==> src/rtl/sc_statemachine_pointtype_pkg.sv <==
// Shared types and defaults for the point-type rotate-register sequencer.
package sc_statemachine_pointtype_pkg;

    localparam int unsigned PRESCALER_WIDTH_DEF = 4;
    localparam logic [3:0]  PRESCALER_TERMINAL_DEF = 4'd9;
    localparam int unsigned STEP_WIDTH_DEF = 4;
    localparam logic [3:0]  STEP_COUNT_DEF = 4'd8;

    localparam int unsigned SHIFT_CODE_WIDTH = 2;

    typedef enum logic [2:0] {
        ST_IDLE  = 3'd0,
        ST_CLEAR = 3'd1,
        ST_LOAD  = 3'd2,
        ST_RUN   = 3'd3,
        ST_SHIFT = 3'd4,
        ST_DONE  = 3'd5
    } stateT;

    typedef enum logic [SHIFT_CODE_WIDTH-1:0] {
        SHIFT_HOLD  = 2'b00,
        SHIFT_LEFT  = 2'b01,
        SHIFT_RIGHT = 2'b10
    } shiftCodeT;

    // Rotation code for a latched direction: 0 rotates left, 1 rotates right.
    function automatic shiftCodeT shiftCodeFor(input logic dir);
        return dir ? SHIFT_RIGHT : SHIFT_LEFT;
    endfunction

endpackage

==> src/rtl/sc_statemachine_pointtype_prescaler.sv <==
// Pacing up-counter: synchronous clear, enable, wraps to zero at TERMINAL.
// Exposes a registered terminal flag aligned with the count, plus the
// terminal flag of the upcoming count for consumers that register outputs.
module sc_pointtype_prescaler #(
    parameter int unsigned      WIDTH    = 4,
    parameter logic [WIDTH-1:0] TERMINAL = 4'd9
) (
    input  logic SC_PRESCALER_CLOCK_50,
    input  logic SC_PRESCALER_RESET_InLow,
    input  logic SC_PRESCALER_clear_In,
    input  logic SC_PRESCALER_enable_In,
    output logic SC_PRESCALER_terminal_Out,
    output logic SC_PRESCALER_terminalNext_c
);

    logic [WIDTH-1:0] countReg;
    logic [WIDTH-1:0] countNext;
    logic             terminalReg;

    // Next count: clear wins over enable; wrap to zero after the terminal value.
    always_comb begin
        countNext = countReg;
        if (SC_PRESCALER_clear_In) begin
            countNext = '0;
        end else if (SC_PRESCALER_enable_In) begin
            countNext = (countReg == TERMINAL) ? '0 : countReg + WIDTH'(1);
        end
    end

    // Count and terminal flag registers.
    always_ff @(posedge SC_PRESCALER_CLOCK_50) begin
        if (!SC_PRESCALER_RESET_InLow) begin
            countReg    <= '0;
            terminalReg <= (TERMINAL == '0);
        end else begin
            countReg    <= countNext;
            terminalReg <= (countNext == TERMINAL);
        end
    end

    assign SC_PRESCALER_terminal_Out   = terminalReg;
    assign SC_PRESCALER_terminalNext_c = (countNext == TERMINAL);

endmodule

==> src/rtl/sc_statemachine_pointtype.sv <==
// Sequencer for the point-type rotate register: clear, load, paced rotations
// in a latched direction, done pulse. All outputs are registered and equal the
// decode of the state/counters they are aligned with.
// Optional build macro POINTTYPE_BOUNCE_EN: after DONE the direction flips and
// the run restarts (ping-pong) until stop or reset; busy stays high in DONE.
module sc_statemachine_pointtype
    import sc_statemachine_pointtype_pkg::*;
#(
    parameter int unsigned                PRESCALER_WIDTH    = PRESCALER_WIDTH_DEF,
    parameter logic [PRESCALER_WIDTH-1:0] PRESCALER_TERMINAL = PRESCALER_TERMINAL_DEF,
    parameter int unsigned                STEP_WIDTH         = STEP_WIDTH_DEF,
    parameter logic [STEP_WIDTH-1:0]      STEP_COUNT         = STEP_COUNT_DEF
) (
    input  logic       SC_STATEMACHINEPOINT_CLOCK_50,
    input  logic       SC_STATEMACHINEPOINT_RESET_InLow,
    input  logic       SC_STATEMACHINEPOINT_start_InLow,
    input  logic       SC_STATEMACHINEPOINT_stop_InLow,
    input  logic       SC_STATEMACHINEPOINT_clear_InLow,
    input  logic       SC_STATEMACHINEPOINT_direction_In,
    output logic       SC_STATEMACHINEPOINT_clear_OutLow,
    output logic       SC_STATEMACHINEPOINT_load_OutLow,
    output logic [1:0] SC_STATEMACHINEPOINT_shiftselection_Out,
    output logic       SC_STATEMACHINEPOINT_T0_OutLow,
    output logic       SC_STATEMACHINEPOINT_upcount_out,
    output logic       SC_STATEMACHINEPOINT_busy_Out,
    output logic       SC_STATEMACHINEPOINT_done_Out
);

    stateT                 stateReg;
    stateT                 stateNext;
    logic [STEP_WIDTH-1:0] stepReg;
    logic [STEP_WIDTH-1:0] stepNext;
    logic [STEP_WIDTH-1:0] stepInc;
    logic                  dirReg;
    logic                  dirNext;
    logic                  busyNext;

    logic                  prescClear;
    logic                  prescEnable;
    logic                  prescTerminal;
    logic                  prescTerminalNext;

    logic                  clearLowReg;
    logic                  loadLowReg;
    logic [1:0]            shiftSelReg;
    logic                  t0LowReg;
    logic                  upcountReg;
    logic                  busyReg;
    logic                  doneReg;

    // Prescaler only counts in RUN and sits at zero everywhere else.
    assign prescEnable = (stateReg == ST_RUN);
    assign prescClear  = (stateReg != ST_RUN);

    sc_pointtype_prescaler #(
        .WIDTH    (PRESCALER_WIDTH),
        .TERMINAL (PRESCALER_TERMINAL)
    ) u_prescaler (
        .SC_PRESCALER_CLOCK_50       (SC_STATEMACHINEPOINT_CLOCK_50),
        .SC_PRESCALER_RESET_InLow    (SC_STATEMACHINEPOINT_RESET_InLow),
        .SC_PRESCALER_clear_In       (prescClear),
        .SC_PRESCALER_enable_In      (prescEnable),
        .SC_PRESCALER_terminal_Out   (prescTerminal),
        .SC_PRESCALER_terminalNext_c (prescTerminalNext)
    );

    assign stepInc = stepReg + STEP_WIDTH'(1);

    // Next-state, step and direction-latch logic.
    always_comb begin
        stateNext = stateReg;
        stepNext  = stepReg;
        dirNext   = dirReg;
        case (stateReg)
            ST_IDLE: begin
                if (!SC_STATEMACHINEPOINT_clear_InLow) begin
                    stateNext = ST_CLEAR;
                end else if (!SC_STATEMACHINEPOINT_start_InLow) begin
                    stateNext = ST_LOAD;
                end
            end
            ST_CLEAR: begin
                stateNext = ST_IDLE;
            end
            ST_LOAD: begin
                dirNext   = SC_STATEMACHINEPOINT_direction_In;
                stepNext  = '0;
                stateNext = (STEP_COUNT == '0) ? ST_DONE : ST_RUN;
            end
            ST_RUN: begin
                if (!SC_STATEMACHINEPOINT_stop_InLow) begin
                    stateNext = ST_IDLE;
                end else if (prescTerminal) begin
                    stateNext = ST_SHIFT;
                end
            end
            ST_SHIFT: begin
                stepNext = stepInc;
                if (!SC_STATEMACHINEPOINT_stop_InLow) begin
                    stateNext = ST_IDLE;
                end else if (stepInc == STEP_COUNT) begin
                    stateNext = ST_DONE;
                end else begin
                    stateNext = ST_RUN;
                end
            end
            ST_DONE: begin
`ifdef POINTTYPE_BOUNCE_EN
                dirNext   = ~dirReg;
                stepNext  = '0;
                stateNext = ST_RUN;
`else
                stateNext = ST_IDLE;
`endif
            end
            default: begin
                stateNext = ST_IDLE;
            end
        endcase
    end

    // Busy covers the active part of a run; in ping-pong mode DONE is part of it.
    always_comb begin
        busyNext = (stateNext == ST_LOAD) || (stateNext == ST_RUN) ||
                   (stateNext == ST_SHIFT);
`ifdef POINTTYPE_BOUNCE_EN
        if (stateNext == ST_DONE) begin
            busyNext = 1'b1;
        end
`endif
    end

    // State, counters and registered output decode of the upcoming state.
    always_ff @(posedge SC_STATEMACHINEPOINT_CLOCK_50) begin
        if (!SC_STATEMACHINEPOINT_RESET_InLow) begin
            stateReg    <= ST_IDLE;
            stepReg     <= '0;
            dirReg      <= 1'b0;
            clearLowReg <= 1'b1;
            loadLowReg  <= 1'b1;
            shiftSelReg <= SHIFT_HOLD;
            t0LowReg    <= 1'b1;
            upcountReg  <= 1'b0;
            busyReg     <= 1'b0;
            doneReg     <= 1'b0;
        end else begin
            stateReg    <= stateNext;
            stepReg     <= stepNext;
            dirReg      <= dirNext;
            clearLowReg <= (stateNext != ST_CLEAR);
            loadLowReg  <= (stateNext != ST_LOAD);
            shiftSelReg <= (stateNext == ST_SHIFT) ? shiftCodeFor(dirNext) : SHIFT_HOLD;
            t0LowReg    <= !((stateNext == ST_RUN) && (stepNext == '0));
            upcountReg  <= (stateNext == ST_RUN) && prescTerminalNext;
            busyReg     <= busyNext;
            doneReg     <= (stateNext == ST_DONE);
        end
    end

    assign SC_STATEMACHINEPOINT_clear_OutLow       = clearLowReg;
    assign SC_STATEMACHINEPOINT_load_OutLow        = loadLowReg;
    assign SC_STATEMACHINEPOINT_shiftselection_Out = shiftSelReg;
    assign SC_STATEMACHINEPOINT_T0_OutLow          = t0LowReg;
    assign SC_STATEMACHINEPOINT_upcount_out        = upcountReg;
    assign SC_STATEMACHINEPOINT_busy_Out           = busyReg;
    assign SC_STATEMACHINEPOINT_done_Out           = doneReg;

endmodule

==> config.mk <==
export PLATFORM = sky130hd
export DESIGN_NAME = sc_statemachine_pointtype
export DESIGN_NICKNAME = d
export VERILOG_FILES = /design/src/rtl/sc_statemachine_pointtype_pkg.sv /design/src/rtl/sc_statemachine_pointtype_prescaler.sv /design/src/rtl/sc_statemachine_pointtype.sv
export SDC_FILE = /design/constraint.sdc
export NUM_CORES = 1
export LEC_CHECK = 0
export ABC_AREA = 1
export BUFFER_PORTS_ARGS = -buffer_cell sky130_fd_sc_hd__buf_4
export CAP_MARGIN = 30
export CORE_MARGIN = 2
export CORE_UTILIZATION = 25
export CTS_CLUSTER_SIZE = 28
export DETAILED_ROUTE_END_ITERATION = 10
export HOLD_SLACK_MARGIN = 0.05
export PLACE_DENSITY = 0.42
export SLEW_MARGIN = 30
export SYNTH_ARGS = -nofsm -noshare
export SYNTH_HDL_FRONTEND = slang
export SYNTH_HIERARCHICAL = 1
export SYNTH_SLANG_ARGS = --single-unit
==> constraint.sdc <==
create_clock -name SC_STATEMACHINEPOINT_CLOCK_50 -period 1.4 [get_ports SC_STATEMACHINEPOINT_CLOCK_50]
set_input_delay 0.07 -clock SC_STATEMACHINEPOINT_CLOCK_50 [delete_from_list [all_inputs] [get_ports SC_STATEMACHINEPOINT_CLOCK_50]]
set_output_delay 0.07 -clock SC_STATEMACHINEPOINT_CLOCK_50 [all_outputs]
set_load 0.03 [all_outputs]
==> results_dict.tcl <==
set metrics [dict create \
    synth_area_um2 992 \
    cellLeakagePower_nw 0.628 \
    period_minus_slack_ns 1.36 \
    cts_tree "done" \
    antenna_found_initial 0 \
    layout-drive-gt1-share_pct 32.7 \
    synth_ff_type "dfxtp_1" \
    synth_simple_gate_area_share_pct 38.6 \
    nFillCells 436 \
    ys_async_sr_fraction_pct 0 \
    grt_max_degree 13 \
    clock_skew_ns 0.00483 \
    critPathLaunchType "register" \
    syn-num-nets 151 \
    worst_setup_path_end_kind "register" \
    synthAdderAreaFrac_pct 1.26 \
    io_buffers 13 \
    numCtsBuffers 3 \
    setup_viol 0 \
    cp_slowest_cell "dfxtp_2" \
    r2r-start "stateReg[0]" \
    synth_top_family_by_area "simple AND/OR/NAND/NOR gates" \
    setup_slack_ns 0.0406 \
    fin_crit_sh_pct 97.1 \
    gp_congestion 0.810 \
    synth_cells 144 \
    yosysMostFrequentCell "nand2_1" \
    tightest_slew_ns 0.344 \
    whs_ns 0.108 \
    synth_compound_area_share_pct 5.30 \
    drc 0 \
    vias 940 \
    rsz0062_at_grt "true" \
    powerDensity_mw_per_mm2 924 \
    required_ns 1.56 \
    die_w_um 67 \
    cp_cell_sequence "nand2_2, nor2_4, buf_4, nand3_1, nand2_1, nand2_2, nand2_2, and2_1, nand2_1" \
    maxSlewViolCount 0 \
    yosysTopAreaCell "dfxtp_1" \
    r2r_slack_ns 0.04 \
    viasPerCell 4.29 \
    yosysTopAreaCellShare_pct 42.4 \
    hold_path.class "in2reg" \
    synthMuxAreaShare_pct 0 \
    nNetsFinal 179 \
    crit_fanout 6 \
    num_antenna_cells 0 \
    reg2regPathDepth 9 \
    cp_top_family "simple AND/OR/NAND/NOR gates" \
    syn_to_final_growth_pct 31.0 \
    antenna_left 0 \
    finalHoldViolations 0 \
    r2r-end "SC_STATEMACHINEPOINT_T0_OutLow" \
    pre_cts_ws_ns -0.0336 \
    overflow 0 \
    ir_worst_vdd_uv 388 \
    synth_commonest_cells "34 x nand2_1, 26 x inv_1, 21 x dfxtp_1, 21 x nor2_1, 7 x nand3_1" \
    maxCapViolations 0 \
    die_y_um 67 \
    dp_hpwl_mm 1.70 \
    synthTopCellsByArea "dfxtp_1 42%, nand2_1 13%, inv_1 9.8%, nor2_1 7.9%, nand4_1 3.8%" \
    start_util_pct 26.5 \
    yosys_warnings 6 \
    grt_pass1_wl_mm 3.75 \
    clkLatencyLatePin_ns 0.26 \
    clock-sinks 21 \
    crit_cells 9 \
    yosysSeqAreaShare_pct 42.4 \
    drtIter0Drc 40 \
    synth_area_per_cell_um2 6.89 \
    outcome "finished clean" \
    num_rows 22 \
    h-tree-depth 1 \
    synth_edf_count 0 \
    cts_buffer_depth 2 \
    root_buffer "clkbuf_8" \
    arrival_ns 1.52 \
    totalWireLength_mm 2.19 \
    grtUsageTotal_pct 10.9 \
    ios 14 \
    fmax_mhz 736 \
    path_buf_inv 1 \
    timing.slew.headroom_pct 76.9 \
    core_mm2 0.00374 \
    crit_path_max_incr_delay_ns 0.36 \
    critPathCapture "SC_STATEMACHINEPOINT_T0_OutLow" \
    ys_ff_latch 21 \
    critPathLaunch "stateReg[0]" \
    worst_path_most_repeated_cell "nand2_2" \
    first_global_vias 892 \
    clk_pin_slew_worst_paths_ns 0.08 \
    dieArea_mm2 0.00449 \
    synthDistinctLibCells 24 \
    dr.pass1.iters 4 \
    synth-xor-area-share_pct 0 \
    wire_per_inst_um 10.0 \
    path_class "reg2reg" \
]
## final cells by class
class,instances,area [um2],share of cell area (%)
clock buffers,3,41.3,3.18
clock inverters,1,5.00,0.385
inverters,33,124,9.53
multi-input cells,90,468,36.0
flip-flops and latches,21,427,32.8
well taps,48,60.1,4.62
repair buffers,23,175,13.5
## layout by cell type (no fill, tap or decap), drive strengths merged
| cell type | synthesis | final |
|---|---|---|
| inv | 32 | 32 |
| o211ai | 1 | 1 |
| ha | 1 | 1 |
| clkinv | 1 | 2 |
| o22ai | 3 | 3 |
| nand2 | 37 | 37 |
| dlygate4sd3 | 0 | 1 |
| or2 | 2 | 2 |
| buf | 0 | 22 |
| and2 | 1 | 1 |
| nor2 | 24 | 24 |
| nand3b | 1 | 1 |
| nand4 | 6 | 6 |
| a21boi | 1 | 1 |
| nand3 | 8 | 8 |
| o21ai | 1 | 1 |
| nor3b | 2 | 2 |
| clkbuf | 0 | 3 |
| dfxtp | 21 | 21 |
| a21oi | 2 | 2 |
## cell families after synthesis
kind of cell             count (synthesis)
AO/OA/AOI/OAI                            8
adder cells (fa/ha/maj)                  1
buffers and inverters                   33
flip-flops                              21
AND/OR/NAND/NOR                         81
## metrics by stage
| stage | instance area (um2) | total power [mW] | setup TNS [ns] | util [%] | std cells |
|---|---|---|---|---|---|
| after floorplan | 992 | 0.735 | 0 | - | 144 |
| after detailed placement | 1190 | 0.797 | -0.0336 | 31.7 | 210 |
| after CTS | 1280 | 1.21 | 0 | 34.2 | 218 |
| after global routing | 1300 | 1.27 | -0.434 | 34.7 | 219 |
| final | 1300 | 1.20 | 0 | 34.7 | 219 |
| after global placement | 1190 | 0.798 | 0 | 31.7 | 210 |
## metal layers
layer / track usage (%) / wire length [um] / share of wire (%)
met5: 0 / 0 / 0
met1: 14.0 / 1090 / 50
met2: 17.7 / 1010 / 46
met3: 2.70 / 92 / 4.2
met4: 3.83 / 0 / 0
## report_power, final
| part | leakage [nW] | switching [mW] | internal [mW] |
|---|---|---|---|
| sequential | 0.173 | 0.00838 | 0.615 |
| combinational | 0.430 | 0.102 | 0.0729 |
| clock | 0.0255 | 0.204 | 0.198 |
## repair_timing
action	CTS	global route
setup endpoints to repair	1	8
hold buffers	1	0
pin swaps	4	5
endpoints found under the hold margin	1	0
cloned	0	0
setup buffers	3	1
resized for setup	5	9
## tightest hold or removal path, delay by kind of cell
kind / cells / cell delay (ns)
buffers and inverters: 2 / 0.13
AO/OA/AOI/OAI: 1 / 0.10
AND/OR/NAND/NOR: 1 / 0.03
## worst min-delay path by stage
stage / cells after the start / slack [ns] / to / start
2_1_floorplan: 1 / 0.14 / SC_STATEMACHINEPOINT_load_OutLow / SC_STATEMACHINEPOINT_RESET_InLow
3_3_place_gp: 2 / 0.30 / SC_STATEMACHINEPOINT_load_OutLow / SC_STATEMACHINEPOINT_RESET_InLow
3_5_place_dp: 2 / 0.31 / SC_STATEMACHINEPOINT_load_OutLow / SC_STATEMACHINEPOINT_RESET_InLow
4_1_cts: 5 / 0.11 / SC_STATEMACHINEPOINT_load_OutLow / SC_STATEMACHINEPOINT_start_InLow
5_1_grt: 4 / 0.12 / SC_STATEMACHINEPOINT_load_OutLow / SC_STATEMACHINEPOINT_clear_InLow
6_report: 4 / 0.11 / SC_STATEMACHINEPOINT_shiftselection_Out[0] / SC_STATEMACHINEPOINT_direction_In
## registers in the layout (all words and copies together), names as in the netlist
signal and count:
SC_STATEMACHINEPOINT_load_OutLow 1, stepReg 4, SC_STATEMACHINEPOINT_upcount_out 1, u_prescaler/SC_PRESCALER_terminal_Out 1, SC_STATEMACHINEPOINT_done_Out 1, stateReg 3, SC_STATEMACHINEPOINT_busy_Out 1, dirReg 1
SC_STATEMACHINEPOINT_T0_OutLow 1, u_prescaler/countReg 4, SC_STATEMACHINEPOINT_shiftselection_Out 2, SC_STATEMACHINEPOINT_clear_OutLow 1
No activity file was read; power rests on OpenSTA's default activity.
